File: config.mk
export PLATFORM = sky130hd
export DESIGN_NAME = weight_stream_scheduler
export DESIGN_NICKNAME = d
export VERILOG_FILES = /design/src/rtl/weight_stream_scheduler.sv
export SDC_FILE = /design/constraint.sdc
export NUM_CORES = 1
export LEC_CHECK = 0
export ABC_AREA = 1
export CORE_ASPECT_RATIO = 2
export CORE_MARGIN = 2
export CORE_UTILIZATION = 43
export DETAILED_ROUTE_END_ITERATION = 6
export GPL_TIMING_DRIVEN = 0
export PLACE_DENSITY = 0.77
export SYNTH_ARGS = -nofsm -noshare
export SYNTH_HDL_FRONTEND = slang
export SYNTH_SLANG_ARGS = --single-unit
export TNS_END_PERCENT = 100
File: constraint.sdc
create_clock -name clk -period 1.6 [get_ports clk]
set_input_delay 0.16 -clock clk [delete_from_list [all_inputs] [get_ports clk]]
set_output_delay 0.16 -clock clk [all_outputs]
set_load 0.05 [all_outputs]
File: src/rtl/weight_stream_scheduler.sv
// Weight-fetch sequencer for a 3-layer MLP: walks a flat weight memory node by node
// as the datapath requests layers and retires nodes.
module weight_stream_scheduler #(
    parameter int DATA_WIDTH                    = 32,
    parameter int NUMBER_OF_INPUT_NODE          = 2,
    parameter int NUMBER_OF_HIDDEN_NODE_LAYER_1 = 32,
    parameter int NUMBER_OF_HIDDEN_NODE_LAYER_2 = 32,
    parameter int NUMBER_OF_OUTPUT_NODE         = 3,
    parameter int ADDR_WIDTH                    = $clog2(
        NUMBER_OF_HIDDEN_NODE_LAYER_1 * (NUMBER_OF_INPUT_NODE + 1) +
        NUMBER_OF_HIDDEN_NODE_LAYER_2 * (NUMBER_OF_HIDDEN_NODE_LAYER_1 + 1) +
        NUMBER_OF_OUTPUT_NODE * (NUMBER_OF_HIDDEN_NODE_LAYER_2 + 1))
) (
    input  logic                  clk,
    input  logic                  rst,
    input  logic                  i_start,
    input  logic                  i_abort,
    input  logic                  i_layer_req,
    input  logic [1:0]            i_layer,
    input  logic                  i_node_done,
    output logic                  o_mem_rd_en,
    output logic [ADDR_WIDTH-1:0] o_mem_addr,
    input  logic [DATA_WIDTH-1:0] i_mem_data,
    output logic [DATA_WIDTH-1:0] o_weight,
    output logic                  o_weight_valid,
    output logic                  o_busy,
    output logic                  o_done,
    output logic                  o_error
);

    localparam int F1 = NUMBER_OF_INPUT_NODE;
    localparam int F2 = NUMBER_OF_HIDDEN_NODE_LAYER_1;
    localparam int F3 = NUMBER_OF_HIDDEN_NODE_LAYER_2;
    localparam int B2 = NUMBER_OF_HIDDEN_NODE_LAYER_1 * (F1 + 1);
    localparam int B3 = B2 + NUMBER_OF_HIDDEN_NODE_LAYER_2 * (F2 + 1);

    typedef enum logic [2:0] {IDLE, WAIT_LAYER, ISSUE, WAIT_NODE, DONE} state_t;

    state_t                state_q, state_d;
    logic [1:0]            layer_q, layer_d;
    logic [ADDR_WIDTH-1:0] node_q, node_d;
    logic [ADDR_WIDTH-1:0] word_q, word_d;
    logic [ADDR_WIDTH-1:0] addr_q, addr_d;
    logic                  error_q, error_d;
    logic                  valid_q, valid_d;
    logic                  rd_en;

    logic [ADDR_WIDTH-1:0] fan_k, last_k, base_k;

    always_comb begin
        case (layer_q)
            2'd1: begin
                fan_k  = ADDR_WIDTH'(F1);
                last_k = ADDR_WIDTH'(NUMBER_OF_HIDDEN_NODE_LAYER_1 - 1);
                base_k = '0;
            end
            2'd2: begin
                fan_k  = ADDR_WIDTH'(F2);
                last_k = ADDR_WIDTH'(NUMBER_OF_HIDDEN_NODE_LAYER_2 - 1);
                base_k = ADDR_WIDTH'(B2);
            end
            default: begin
                fan_k  = ADDR_WIDTH'(F3);
                last_k = ADDR_WIDTH'(NUMBER_OF_OUTPUT_NODE - 1);
                base_k = ADDR_WIDTH'(B3);
            end
        endcase
    end

    always_ff @(posedge clk or posedge rst) begin
        if (rst) begin
            state_q <= IDLE;
            layer_q <= '0;
            node_q  <= '0;
            word_q  <= '0;
            addr_q  <= '0;
            error_q <= 1'b0;
            valid_q <= 1'b0;
        end else begin
            state_q <= state_d;
            layer_q <= layer_d;
            node_q  <= node_d;
            word_q  <= word_d;
            addr_q  <= addr_d;
            error_q <= error_d;
            valid_q <= valid_d;
        end
    end

    // Nodes and layers are packed back to back, so the address simply keeps
    // counting across node boundaries; it is re-seeded from the layer base on entry.
    always_comb begin
        state_d = state_q;
        layer_d = layer_q;
        node_d  = node_q;
        word_d  = word_q;
        addr_d  = addr_q;
        error_d = error_q;
        if (i_abort) begin
            state_d = IDLE;
            layer_d = '0;
            node_d  = '0;
            word_d  = '0;
            addr_d  = '0;
        end else begin
            case (state_q)
                IDLE: if (i_start) begin
                    state_d = WAIT_LAYER;
                    layer_d = 2'd1;
                    node_d  = '0;
                    word_d  = '0;
                    addr_d  = '0;
                    error_d = 1'b0;
                end
                WAIT_LAYER: if (i_layer_req) begin
                    node_d = '0;
                    word_d = '0;
                    if (i_layer == layer_q) begin
                        state_d = ISSUE;
                        addr_d  = base_k;
                    end else begin
                        state_d = IDLE;
                        error_d = 1'b1;
                        layer_d = '0;
                        addr_d  = '0;
                    end
                end
                ISSUE: begin
                    addr_d = addr_q + ADDR_WIDTH'(1);
                    if (word_q == fan_k) begin
                        word_d  = '0;
                        state_d = WAIT_NODE;
                    end else begin
                        word_d = word_q + ADDR_WIDTH'(1);
                    end
                end
                WAIT_NODE: if (i_node_done) begin
                    node_d = node_q + ADDR_WIDTH'(1);
                    word_d = '0;
                    if (node_q != last_k) begin
                        state_d = ISSUE;
                    end else if (layer_q == 2'd3) begin
                        state_d = DONE;
                    end else begin
                        layer_d = layer_q + 2'd1;
                        state_d = WAIT_LAYER;
                    end
                end
                DONE: begin
                    state_d = IDLE;
                    layer_d = '0;
                    node_d  = '0;
                    word_d  = '0;
                    addr_d  = '0;
                end
                default: state_d = IDLE;
            endcase
        end
    end

    // Abort gates both the strobe and the returning beat combinationally.
    always_comb begin
        rd_en          = (state_q == ISSUE) && !i_abort;
        valid_d        = rd_en;
        o_mem_rd_en    = rd_en;
        o_mem_addr     = addr_q;
        o_weight_valid = valid_q && !i_abort;
        o_weight       = o_weight_valid ? i_mem_data : '0;
        o_busy         = (state_q != IDLE);
        o_done         = (state_q == DONE);
        o_error        = error_q;
    end

endmodule

# After elaboration in Yosys (flattened, before gate mapping)
# Cells that the tools add are included.
[word_totals] ff_bits=40 input_bits=40 out_inout_bits=48
[classes] add_sub_neg=4 n_eq_ne=20 n_mux=38 bitwise_logic=1 n_reduce_logical=16
[ops] op="11-bit two-way mux" count=10
[ops] op="11-bit one-hot mux with 4 select lines" count=2
[ops] op="11-bit one-hot mux with 5 select lines" count=1
[ops] op="11-bit by 1-bit adder with 11-bit output, second input constant" count=3
[ops] op="32-bit two-way mux" count=1
[ops] op="11-bit one-hot mux with 2 select lines" count=1
[ops] op="3-bit two-way mux" count=7
[ops] op="3-bit != test, second input constant" count=7
[ops] op="2-bit two-way mux" count=8
[ops] op="3-bit one-hot mux with 4 select lines" count=1
[ops] op="4-bit AND reduction" count=3
[ops] op="11-bit == test" count=1
[ops] op="11-bit != test" count=1
[ops] op="5-bit nonzero test" count=2
[ops] op="2-bit one-hot mux with 4 select lines" count=1
[ops] op="7-bit AND reduction" count=1
[ops] op="3-bit by 2-bit == test with 1-bit output, second input constant" count=2
[ops] op="6-bit two-way mux" count=1
[ops] op="2-bit != test, second input constant" count=3
[ops] op="6-bit nonzero test" count=1
[ops] op="5-bit two-way mux" count=1
[ops] op="5-bit AND reduction" count=1
[ops] op="2-bit == test, second input constant" count=2
[ops] op="3-bit by 1-bit == test with 1-bit output, second input constant" count=1
[ops] op="14 further kinds" count=17

# Depth between registers and ports, before layout
# Gate-level depths: netlist of the first run.
[depth] depth_word=8 mapped_depth=13

# Worst setup path before layout of the first run
# OpenSTA, ideal clock, no wires.
[synth_timing] kind="register to register" startpoint="reg addr_q[0] (netlist: o_mem_addr[0])" endpoint="reg addr_q[6] (netlist: o_mem_addr[6])" setup_ns=0.066 arrival_time_ns=1.741 path_slack_ns=-0.207 path_stages_with_launch=10 n_path_buf=0 period_less_slack_ns=1.807 path_cell_list="dfrtp_1 ha_1 nand3_1 nor2_1 inv_1 nor2_1 nor2_1 o21ai_0 nand2_1 nand2_1"
[synth_between] elab_chain_len=3
[synth_lines] item="start, declared" line="43" text="logic [ADDR_WIDTH-1:0] addr_q, addr_d;"
[synth_lines] item="start signal, assigned" line="84" text="addr_q <= addr_d;"
[synth_lines] item="11-bit by 1-bit adder with 11-bit output" line="129" text="addr_d = addr_q + ADDR_WIDTH'(1);"
[synth_lines] item="11-bit one-hot mux with 4 select lines" line="106" text="case (state_q)"
[synth_lines] item="11-bit two-way mux" line="99" text="if (i_abort) begin"
# No other way between the ends.
# A chain may end at the register's enable or synchronous reset.

# Worst setup path after layout of the first run
[layout_timing] startpoint="reg layer_q[0]" endpoint="reg layer_q[0]"
[layout_between] elab_chain_len=6
[layout_lines] item="start, declared" line="40" text="logic [1:0] layer_q, layer_d;"
[layout_lines] item="start signal, assigned" line="81" text="layer_q <= layer_d;"
[layout_lines] item="2-bit == test (tied with other cells)" line="51" text="case (layer_q)"
[layout_lines] item="2-bit OR reduction (no source line) or 2-bit two-way mux (tied branches)"
[layout_lines] item="5-bit two-way mux or 2-bit two-way mux (tied branches)" line="51, 140"
[layout_lines] item="11-bit != test or 2-bit two-way mux (tied branches)" line="140, 137"
[layout_lines] item="3-bit != test (no source line) or 2-bit one-hot mux with 4 select lines (tied branches)"
[layout_lines] item="7-bit AND reduction (no source line) or 2-bit two-way mux (tied branches)"
# Several ways; a longest one is shown, not always the timed one. The select of a mux whose other input is x is not followed.

==> results.md, run 1 <==
Cells and area:
- At the end of the flow, the number of nets in the layout was 612.
- The share of cells above drive strength 1 is 22.0%.
- The area added between synthesis and finish is 46.9%.
- 0 antenna diodes ended up in the layout.
- Excluding fillers, the count of instances in the completed layout stands at 655.

Outcome:
- The checks that failed: setup timing.
- The flow ran to the end, but the final reports show violations.

Pwr:
- The analysis attributes to cell leakage a power of 2.19 nW.
- Power comes to 0.00433 W.
- The worst voltage drop across the vdd grid is 0.000985 V.
- In this run the power density over the cells is 1030 nW/um^2.

Yosys:
- The count of state elements after synthesis is 40.
- During synthesis, Yosys emitted a total of 0 warnings.
- The total nets after synthesis is 501.
- Sequential elements use 34.8% of the synthesized area.
- Sorting the synthesized cells by area gives the leading types as dfrtp_1 (35%), nand2_1 (15%), nor2_1 (10%).
- The instance count of the mapped netlist is 455.
- In this run the cell area of the synthesized design comes to 2880 um^2.
- A synthesized cell averages 6.32 um^2.
- In this run the biggest area consumer among cell types represents 34.8% of the synthesized area.
- Counting distinct cell types in the post-synthesis netlist gives 28.
- In this run, synthesis inferred 0 flip-flops with an integrated enable.
- The cell taking the most area after synthesis is dfrtp_1.
- The flip-flop cell with the highest count after synthesis is dfrtp_1.
- The async set-or-reset flop fraction in the synthesized netlist is 100%.

Hold path:
- The path class of the tightest hold or removal check is input port to flip-flop.

Placed design:
- The number of input and output port buffers inserted is 86.
- The congestion estimate from routability-driven global placement came to 0.946.
- Detailed placement ended at an HPWL of 7060 um.
- Once placement completed, the tool counted placed cells totaling 629.

CTS:
- The H-tree depth reported by CTS is 2.
- Clock latency on the worst-skew pair, taken at its later pin, is 0.29 ns.
- The number of buffers created by CTS is 5.
- The clock passes through at most 2 buffers.
- Clock-pin slew was measured on the worst setup and hold paths at 0.06 ns.
- The TritonCTS clock tree is done.
- The count of clock tree sinks is 40.
- In this run the clock root is driven by a clkbuf_16.

STA:
- The count of pins over their slew limit is 0.
- The final critical path takes up 104% of the cycle.
- The final hold violation count is 0.
- The achievable clock frequency is 601 MHz.
- The tightest hold path in the finished design has a slack of 0.235 ns.
- Setup repair after global routing could not meet its margin everywhere.
- The worst max-slew margin expressed relative to the limit is 41.8%.
- The total setup violations reported at the end of the flow is 3.
- The actual slew at the worst max-slew pin is 0.873 ns.
- The worst-case setup margin in the final layout is -0.0626 ns.
- The post-layout minimum cycle time is 1.66 ns.
- Across the routed clock network, the largest skew measured is 0.00354 ns.
- The total negative slack for setup checks is -0.167 ns.

Flow run:
- Across the run, the number of max-cap violations was 0.

Critical path:
- Grouping stages by cell kind, the critical path spends the most delay in simple AND/OR/NAND/NOR gates.
- The largest individual stage delay along the critical path comes from the cell dfrtp_1.
- The worst setup path is captured at a flip-flop.
- The cell type with the highest occurrence count on the critical path is nand2_1.
- The critical path arrival is 1.85 ns.
- STA classifies the critical path startpoint as a flip-flop.
- For the worst setup path, the data required time is 1.78 ns.
- The critical path contains buffers and inverters numbering 2 combined.
- Of all nets on the critical path, the largest fanout is 4.
- For this run, the slowest stage of the critical path takes 0.42 ns.
- The critical path is of the flip-flop to flip-flop type.
- The signal on the critical path passes through inv_2 > ha_4 > inv_2 > nor2_2 > nand2_1 > nand2_2 > nand4_1 > nand2_2 > nand3_2 > nand2_1 > nand2_1.

Detailed routing:
- For this block, the initial DRC count from the detailed router was 150.
- Summing over every cut layer, the via total after detailed routing is 3415.
- The first detailed-routing pass ran for 4 iterations.
- The residual DRC count is 0.
- In the routed layout, each cell is associated on average with a via count of 5.21.
- The routed wire length is 9830 um.
- The wire length per cell after detailed routing is 15.0 um.
- In this run the remaining antenna-violating nets after routing total 0.

Floorplanning:
- The die boundary height is 120 um.
- The core region is 6570 um^2.
- 88 I/O pins were placed.
- The die covers 7400 um^2.
- The effective utilization at floorplan is 43.8%.
- The die outline width is 61.8 um.
- The count of standard-cell rows is 42.

Global routing:
- The pin count of the biggest net entering global routing is 41.
- The total global routing overflow is 0.
- The total global routing track utilization is 26.9%.
- The number of global-route vias before repair is 3298.
- The initial antenna violation count is 0.
- The first global-routing pass estimated 14700 um of wire.
## worst reg2reg max path: stages, from the launching register on
cell,delay (ns)
dfrtp_1,0.42
inv_2,0.07
ha_4,0.28
inv_2,0.04
nor2_2,0.12
nand2_1,0.09
nand2_2,0.07
nand4_1,0.14
nand2_2,0.13
nand3_2,0.07
nand2_1,0.07
nand2_1,0.05
## cells by family (layout without fill, tap and decap cells)
group                    after synthesis  in the layout  synth area share (%)
AND/OR/NAND/NOR                      271            271                  40.3
buffers and inverters                 92            204                  12.5
flip-flops                            40             40                  34.8
AO/OA/AOI/OAI                         38             38                  7.35
XOR/XNOR                               8              8                  2.44
adder cells (fa/ha/maj)                6              6                  2.61
## sequential cells by signal (all words and copies together) (netlist names)
register and count:
layer_q 2, node_q 11, o_error 1, o_mem_addr 11, state_q 3, valid_q 1, word_q 11
## path summary, 6_finish.rpt
| kind | startpoint | slack, ns | to | cells past startpoint |
|---|---|---|---|---|
| max in group asynchronous | rst | 0.62 | layer_q[1]$_DFFE_PP0P_ | 2 |
| hold reg to reg | o_error$_DFFE_PP0P_ | 0.49 | o_error$_DFFE_PP0P_ | 2 |
| setup / recovery | layer_q[0]$_DFFE_PP0P_ | -0.06 | layer_q[0]$_DFFE_PP0P_ | 11 |
| setup reg to reg | layer_q[0]$_DFFE_PP0P_ | -0.06 | layer_q[0]$_DFFE_PP0P_ | 11 |
| hold / removal | i_abort | 0.24 | o_mem_addr[0]$_DFFE_PP0P_ | 2 |
| min in group asynchronous | rst | 0.36 | word_q[4]$_DFFE_PP0P_ | 2 |
## power breakdown
part | internal (W) | leakage (nW) | total, W | switching, W
logic | 0.000704 | 1.56 | 0.00189 | 0.00119
registers | 0.00108 | 0.542 | 0.00120 | 0.000114
clock network | 0.000822 | 0.0901 | 0.00124 | 0.000420
total | 0.00261 | 2.19 | 0.00433 | 0.00172
## cell usage after synthesis (2+ instances only)
cell,n
o21ai_0,9
ha_1,6
or2_2,2
inv_1,76
nand3_1,43
dfrtp_1,40
nor2_2,3
o21ai_1,16
buf_2,3
clkbuf_1,5
xnor2_1,2
a21oi_1,9
nand2_1,114
inv_2,5
xor2_1,6
nor3_1,8
nand4_1,19
nor2_1,79
## layout by cell type, fill, tap and decap left out, types with 9 or more instances in the layout
cell type	netlist	routed
buf_4	1	19
dlygate4sd2_1	0	11
nand4_1	19	19
nand3_1	43	39
inv_1	76	69
o21ai_1	16	17
buf_2	3	25
dfrtp_1	40	32
inv_2	5	10
a21oi_1	9	9
clkbuf_4	0	9
clkdlybuf4s50_1	0	38
nand2_1	114	108
nor2_1	79	69
## metal layers
layer | vias to the layer above | share of wire (%) | track usage [%] | wire, um
met5 | - | 0 | 0 | 0
met4 | 0 | 5.8 | 17.3 | 575
met3 | 34 | 7.3 | 4.74 | 717
met2 | 151 | 56 | 51.8 | 5480
met1 | 1585 | 31 | 22.2 | 3060
li1 | 1645 | - | - | -
## cell type report
class | instances | area [um^2]
Fill cell | 581 | 2340
Multi-Input combinational cell | 323 | 1680
Sequential cell | 40 | 1010
Timing Repair Buffer | 105 | 856
Inverter | 81 | 310
Clock buffer | 7 | 153
Tap cell | 88 | 110
Buffer | 10 | 70.1
Clock inverter | 1 | 30.0
## per-stage QoR
stage | utilization (%) | area [um^2] | worst slack, ns
3_3_place_gp | 58.7 | 3860 | -0.552
5_1_grt | 64.3 | 4220 | -0.149
6_report | 64.3 | 4220 | -0.0626
3_5_place_dp | 58.7 | 3860 | -0.581
4_1_cts | 62.3 | 4090 | 0.000265
2_1_floorplan | - | 2890 | -0.0164
## what timing repair did
| action | 4_1_cts | 5_1_grt |
|---|---|---|
| gates resized for setup | 185 | 73 |
| endpoints found under the setup margin | 83 | 58 |
| buffers inserted | 10 | 8 |
| hold buffers | 0 | 0 |
| pin swaps | 5 | 11 |
| cloned | 0 | 1 |
Note: power is estimated with default switching activity, not from simulation.
==> run 2, diff against run 1 <==
- CORE_UTILIZATION: 43 -> 44
- CTS_BUF_LIST: not set -> sky130_fd_sc_hd__clkbuf_8
- HOLD_SLACK_MARGIN: not set -> 0.12
- PLACE_DENSITY: 0.77 -> 0.79
==> results.md, run 2 (same netlist as run 1, synthesis figures left out) <==
Outcome:
- The run finished, with violations left.
- The final reports fail on setup timing.

Detailed routing:
- The final antenna-violating net count is 0 (unchanged).
- The routed wire length was 9860 um (+0.27%).
- The wire length per cell after detailed routing is 14.9 um (-0.49%).
- The detailed router's first-iteration violation count is 199 (+33%).
- The met3 layer wire length in the routed design came to 715 um (-0.28%).
- The via count of the routed design is 3485 (+2.0%).
- The per-cell via count in the routed design was 5.28 (+1.3%).
- The amount of wire on met2 after detailed routing is 5620 um (+2.5%).
- The met1 wire length is 3030 um (-0.95%).
- The residual DRC count was 0 (unchanged).
- The number of detailed-route iterations in the first pass came to 5 (+1).
- In this run the top signal layer used is met4.

STA:
- The final clock skew was 0.0101 ns (+0.00652 ns).
- The count of pins over their slew limit is 0 (unchanged).
- The worst-case setup margin in the final layout was -0.0569 ns (+0.00574 ns).
- Setup repair after global routing could not meet its margin everywhere.
- The total negative slack for setup checks was -0.0935 ns (+0.0733 ns).
- The total setup violations reported at the end of the flow is 3 (unchanged).
- The worst max-slew margin expressed relative to the limit came to 42.5% (+0.69 points).
- The achievable clock frequency is 604 MHz (+0.35%).
- The post-layout minimum cycle time came to 1.66 ns (-0.00574 ns).
- The actual slew at the worst max-slew pin is 0.861 ns (-0.0116 ns).
- The post-route fraction of the period consumed by the critical path is 104% (-0.36 points).
- The worst hold-check slack was 0.241 ns (+0.00588 ns).
- The final hold violation count is 0 (unchanged).

Floorplanning:
- The core outline area is 6310 um^2 (-3.9%).
- The die outline width is 61.2 um (-1.1%).
- The effective utilization at floorplan was 45.6% (+1.8 points).
- The area of the die is 7240 um^2 (-2.2%).
- The count of standard-cell rows is 41 (-2.4%).
- The I/O pin count came to 88 (unchanged).
- The die boundary height is 118 um (-1.1%).

Global routing:
- The total global routing track utilization is 26.2% (-0.68 points).
- The global-route wire length before repair is 14300 um (-2.9%).
- The pin count of the biggest net entering global routing is 41 (unchanged).
- The number of global-route vias before repair came to 3311 (+0.39%).
- The total global routing overflow is 0 (unchanged).
- The initial antenna violation count is 0 (unchanged).

Hold path:
- The destination of the worst hold path is valid_q$_DFF_PP0_.
- The worst hold path belongs to the class input port to flip-flop.
- The startpoint identified for the worst hold timing path is i_abort.
- The depth of the worst hold-timing path is 2 (unchanged).

Cells and area:
- The number of antenna diodes is 0 (unchanged).
- The core occupancy in the finished layout is 65.5% (+1.2 points).
- The area added between synthesis and finish is 43.8%.
- The share of cells above drive strength 1 is 22.6% (+0.60 points).
- The filler-free cell count of the finished design was 660 (+0.76%).
- The number of nets at the end of the flow is 619 (+1.1%).
- The most common cell after layout, fill and taps aside is nand2_1.
- The top cell types in the final layout, fill and taps aside, are nand2_1 (108), inv_1 (71), nor2_1 (70).
- The fill cell total of the finished layout came to 565 (-2.8%).

Placed design:
- The number of input and output port buffers inserted is 86 (unchanged).
- The detailed-placement wirelength estimate is 7030 um (-0.42%).
- The final weighted congestion of routability-driven global placement is 0.943 (-0.32%).
- The post-placement cell count came to 627 (-0.32%).

Pwr:
- The static leakage came to 2.19 nW (about the same).
- The total internal power is 0.00215 W (-18%).
- The net switching power is 0.00170 W (-1.1%).
- The switching part of the total came to 44.2% (+4.5 points).
- The power share of the sequential group came to 31.1% (+3.4 points).
- The clock network power share was 19.2% (-9.5 points).
- The combinational cell fraction of total power came to 49.6% (+5.9 points).
- The worst voltage drop across the vdd grid came to 0.00104 V (+5.1%).
- The total power per unit cell area is 931 nW/um^2 (-9.2%).
- The total power of the final layout is 0.00385 W (-11%).

Critical path:
- The kind of launch point of the worst setup path is a flip-flop.
- By startpoint and endpoint, the worst setup path is classified as flip-flop to primary output.
- The start of the worst register-to-register path is state_q[0]$_DFFE_PP0P_.
- The top fanout value on the critical path is 6 (+2).
- The critical path startpoint is state_q[0]$_DFFE_PP0P_.
- The critical path arrival is 1.50 ns (-0.35 ns).
- STA classifies the critical path endpoint as a primary output.
- The internal reg-to-reg setup slack is -0.02 ns (+0.04 ns).
- The number of cells on the worst reg-to-reg path is 9 (-2).
- The worst endpoint required time is 1.44 ns (-0.34 ns).
- The endpoint identified for the worst register-to-register timing path is state_q[1]$_DFFE_PP0P_.

CTS:
- The H-tree depth reported by CTS came to 2 (unchanged).
- The maximum number of buffers from clock root to sink is 2 (unchanged).
- The TritonCTS clock tree is done.
- The number of buffers created by CTS is 5 (unchanged).
- The count of clock tree sinks is 40 (unchanged).
- The root buffer cell chosen for the clock tree is clkbuf_8.
- The hold buffer count at CTS is 0 (unchanged).
- The clock transition at the register clock pins on the worst setup and hold paths after CTS is 0.09 ns (+0.03 ns).
- The worst-skew pair later-pin latency is 0.32 ns (+0.03 ns).

Flow run:
- The max-cap check violation count is 0 (unchanged).
-- run 2: how the worst max path moves through the flow --
stage | cells past startpoint | endpoint
2_1_floorplan | 9 | o_mem_addr[6]$_DFFE_PP0P_
3_3_place_gp | 2 | o_mem_addr[0]$_DFFE_PP0P_
3_5_place_dp | 6 | o_weight[12]
4_1_cts | 4 | o_mem_rd_en
5_1_grt | 12 | state_q[1]$_DFFE_PP0P_
6_report | 4 | o_mem_rd_en
-- run 2: per-layer routing --
layer  vias to the layer above  GRT usage (%)
met2                       166           51.8
met5                         -              0
met1                      1620           21.5
met4                         0           14.4
met3                        36           4.49
li1                       1663              -
-- run 2: layout make-up --
cell class	instances	area [um^2]	area share [%]
plain buffers	10	70.1	1.69
clock buffers	6	82.6	2.00
clock inverters	2	7.51	0.182
inverters	81	307	7.42
multi-input cells	323	1660	40.1
flip-flops and latches	40	1010	24.5
well taps	86	108	2.60
repair buffers	112	890	21.5
-- run 2: per-stage QoR --
stage          instance area, um^2  worst slack (ns)
6_report                      4130           -0.0569
5_1_grt                       4130            -0.156
4_1_cts                       3880           -0.0919
3_5_place_dp                  3850            -0.408
3_3_place_gp                  3850            -0.544
2_1_floorplan                 2890           -0.0164
-- run 2: repair_timing --
action,4_1_cts,5_1_grt
gates resized for setup,193,60
hold endpoints to repair,0,0
pin swaps,1,16
buffers inserted,6,19
setup endpoints to repair,84,47
cloned,0,1
-- run 2: power groups by stage --
stage	combinational [W]	sequential (W)	clock [W]
global placement	0.00150	0.00119	0
global route	0.00206	0.00121	0.000767
finish	0.00191	0.00120	0.000741
detailed placement	0.00151	0.00119	0
CTS	0.00156	0.00117	0.000738
floorplan	0.000960	0.00124	0
-- run 2: critical path, cell delays in order, from the launching register on --
cell,delay [ns]
dfrtp_2,0.48
inv_1,0.11
nand3_2,0.15
nor2_4,0.25
buf_8,0.18
==> run 3, diff against run 2 <==
- MAX_ROUTING_LAYER: not set -> met4
==> results.md, run 3 (same netlist as run 1, synthesis figures left out) <==
Floorplanning:
- The core outline area came to 6310 um^2 (unchanged).
- The effective utilization at floorplan came to 45.6% (unchanged).
- The I/O pin count is 88 (unchanged).
- The die boundary height was 118 um (unchanged).
- The count of standard-cell rows was 41 (unchanged).
- The die outline width is 61.2 um (unchanged).
- The area of the die is 7240 um^2 (unchanged).

Detailed routing:
- The number of detailed-route iterations in the first pass is 4 (-1).
- The final antenna-violating net count came to 0 (unchanged).
- The per-cell via count in the routed design came to 5.20 (-1.5%).
- The residual DRC count is 0 (unchanged).
- The routed wire length was 9310 um (-5.6%).
- The wire length per cell after detailed routing was 14.4 um (-3.8%).
- The detailed router's first-iteration violation count is 141 (-29%).
- The via count of the routed design is 3372 (-3.2%).

STA:
- The final clock skew is 0.0115 ns (+0.00144 ns).
- Setup repair after global routing could not meet its margin everywhere.
- The total negative slack for setup checks is -0.139 ns (-0.0459 ns).
- The final hold violation count is 0 (unchanged).
- The count of pins over their slew limit is 0 (unchanged).
- The achievable clock frequency is 598 MHz (-0.97%).
- The worst max-slew margin expressed relative to the limit is 43.0% (+0.44 points).
- The actual slew at the worst max-slew pin is 0.854 ns (-0.00662 ns).
- The total setup violations reported at the end of the flow is 5 (+2).
- The worst-case setup margin in the final layout is -0.0732 ns (-0.0163 ns).
- The worst hold-check slack is 0.250 ns (+0.00889 ns).
- The post-route fraction of the period consumed by the critical path was 105% (+1.0 points).
- The post-layout minimum cycle time came to 1.67 ns (+0.0163 ns).

Critical path:
- The worst endpoint required time came to 1.84 ns (+0.40 ns).
- The critical path arrival is 1.91 ns (+0.41 ns).
- The top fanout value on the critical path was 4 (-2).
- The worst setup path is launched from a flip-flop.
- The category of the worst setup path capture point is a flip-flop.
- The category of the critical setup timing path is flip-flop to flip-flop.

Pwr:
- The total power per unit cell area was 938 nW/um^2 (+0.74%).
- The worst voltage drop across the vdd grid came to 0.000651 V (-37%).
- The static leakage is 2.12 nW (-3.3%).

CTS:
- The TritonCTS clock tree is done.
- The count of clock tree sinks is 40 (unchanged).
- The worst-skew pair later-pin latency was 0.31 ns (about the same).
- The root buffer selected by CTS is clkbuf_8.
- The maximum number of buffers from clock root to sink is 2 (unchanged).
- The clock transition at the register clock pins on the worst setup and hold paths after CTS is 0.09 ns (about the same).
- The number of buffers created by CTS is 5 (unchanged).
- The H-tree depth reported by CTS was 2 (unchanged).
- The hold buffer count at CTS is 0 (unchanged).

Flow run:
- The max-cap check violation count was 0 (unchanged).

Outcome:
- The final reports fail on setup timing.
- The flow ran to the end, but the final reports show violations.

Global routing:
- The global-route wire length before repair is 14100 um (-1.6%).
- The total global routing track utilization is 26.2% (-0.040 points).
- The initial antenna violation count is 0 (unchanged).
- The number of global-route vias before repair came to 3237 (-2.2%).
- The total global routing overflow is 0 (unchanged).
- The pin count of the biggest net entering global routing was 41 (unchanged).

Cells and area:
- The number of nets at the end of the flow is 607 (-1.9%).
- The share of cells above drive strength 1 came to 21.2% (-1.5 points).
- In the layout the commonest cells are nand2_1 (107), inv_1 (71), nor2_1 (70).
- The fill cell total of the finished layout is 606 (+7.3%).
- The post-route cell area is 4060 um^2 (-1.8%).
- The area of all sequential standard cells is 1010 um^2 (-0.12%).
- The number of antenna diodes is 0 (unchanged).
- The multi-input combinational cell area is 1650 um^2 (-0.60%).
- The area added between synthesis and finish is 41.1%.
- Leaving out fill and tap cells, the most frequent cell in the layout is nand2_1.

Placed design:
- The number of input and output port buffers inserted is 86 (unchanged).
- The detailed-placement wirelength estimate was 7030 um (about the same).
- The area after detailed placement is 3850 um^2 (unchanged).
- The final weighted congestion of routability-driven global placement came to 0.933 (-1.1%).
- The pre-CTS worst setup slack is -0.406 ns (+0.00211 ns).

Hold path:
- The worst hold path belongs to the class input port to flip-flop.
-- run 3: worst paths after layout --
path                                        startpoint                        end  slack, ns  depth (start not counted)
worst max-delay path            layer_q[1]$_DFFE_PP0P_     state_q[1]$_DFFE_PP0P_      -0.07                         12
max in group asynchronous                          rst      node_q[0]$_DFFE_PP0P_       0.66                          2
worst min register to register     o_error$_DFFE_PP0P_        o_error$_DFFE_PP0P_       0.51                          2
min in group asynchronous                          rst      word_q[8]$_DFFE_PP0P_       0.34                          2
worst max register to register  layer_q[1]$_DFFE_PP0P_     state_q[1]$_DFFE_PP0P_      -0.07                         12
worst min-delay path                           i_abort  o_mem_addr[0]$_DFFE_PP0P_       0.25                          2
-- run 3: where the power goes --
part / switching, W / total, W / internal, W
registers: 0.000111 / 0.00119 / 0.00108
logic: 0.00115 / 0.00176 / 0.000609
clock network: 0.000394 / 0.000856 / 0.000462
-- run 3: worst max-delay path, stage by stage (launching register included) --
cell	delay, ns
dfrtp_1	0.43
inv_1	0.08
ha_2	0.20
inv_1	0.05
o21ai_0	0.14
nand2_1	0.07
nor2_1	0.08
nand2_1	0.11
nand2_2	0.11
nand2_2	0.09
nor2_4	0.13
nand2_1	0.07
nand2_1	0.06
-- run 3: timing repair --
action | in CTS | in global routing
cloned | 0 | 1
pin swaps | 1 | 11
gates resized for setup | 201 | 46
setup buffers | 6 | 7
setup endpoints to repair | 84 | 44
-- run 3: cell type report --
| cell class | instances | area share, % |
|---|---|---|
| clock inverter | 3 | 1.05 |
| clock buffer | 5 | 1.70 |
| timing repair buffer | 100 | 19.8 |
| tap | 86 | 2.65 |
| sequential | 40 | 24.9 |
| buffer | 10 | 1.73 |
| inverter | 81 | 7.55 |
| multi-input combinational | 323 | 40.6 |
-- run 3: per-stage QoR --
stage | power (W) | instances | utilization (%)
4_1_cts | 0.00359 | 641 | 61.5
6_report | 0.00381 | 648 | 64.3
3_3_place_gp | 0.00268 | 627 | 61.1
5_1_grt | 0.00399 | 648 | 64.3
2_1_floorplan | 0.00220 | 455 | -
3_5_place_dp | 0.00271 | 627 | 61.1
-- run 3: per-layer routing --
layer / wire [um] / global-route usage (%) / part of all wire (%) / vias up
met5: 0 / - / 0 / -
met4: 431 / 15.6 / 4.6 / 0
met3: 675 / 4.49 / 7.2 / 32
met2: 5210 / 49.1 / 56 / 148
met1: 2990 / 21.4 / 32 / 1553
li1: - / - / - / 1639
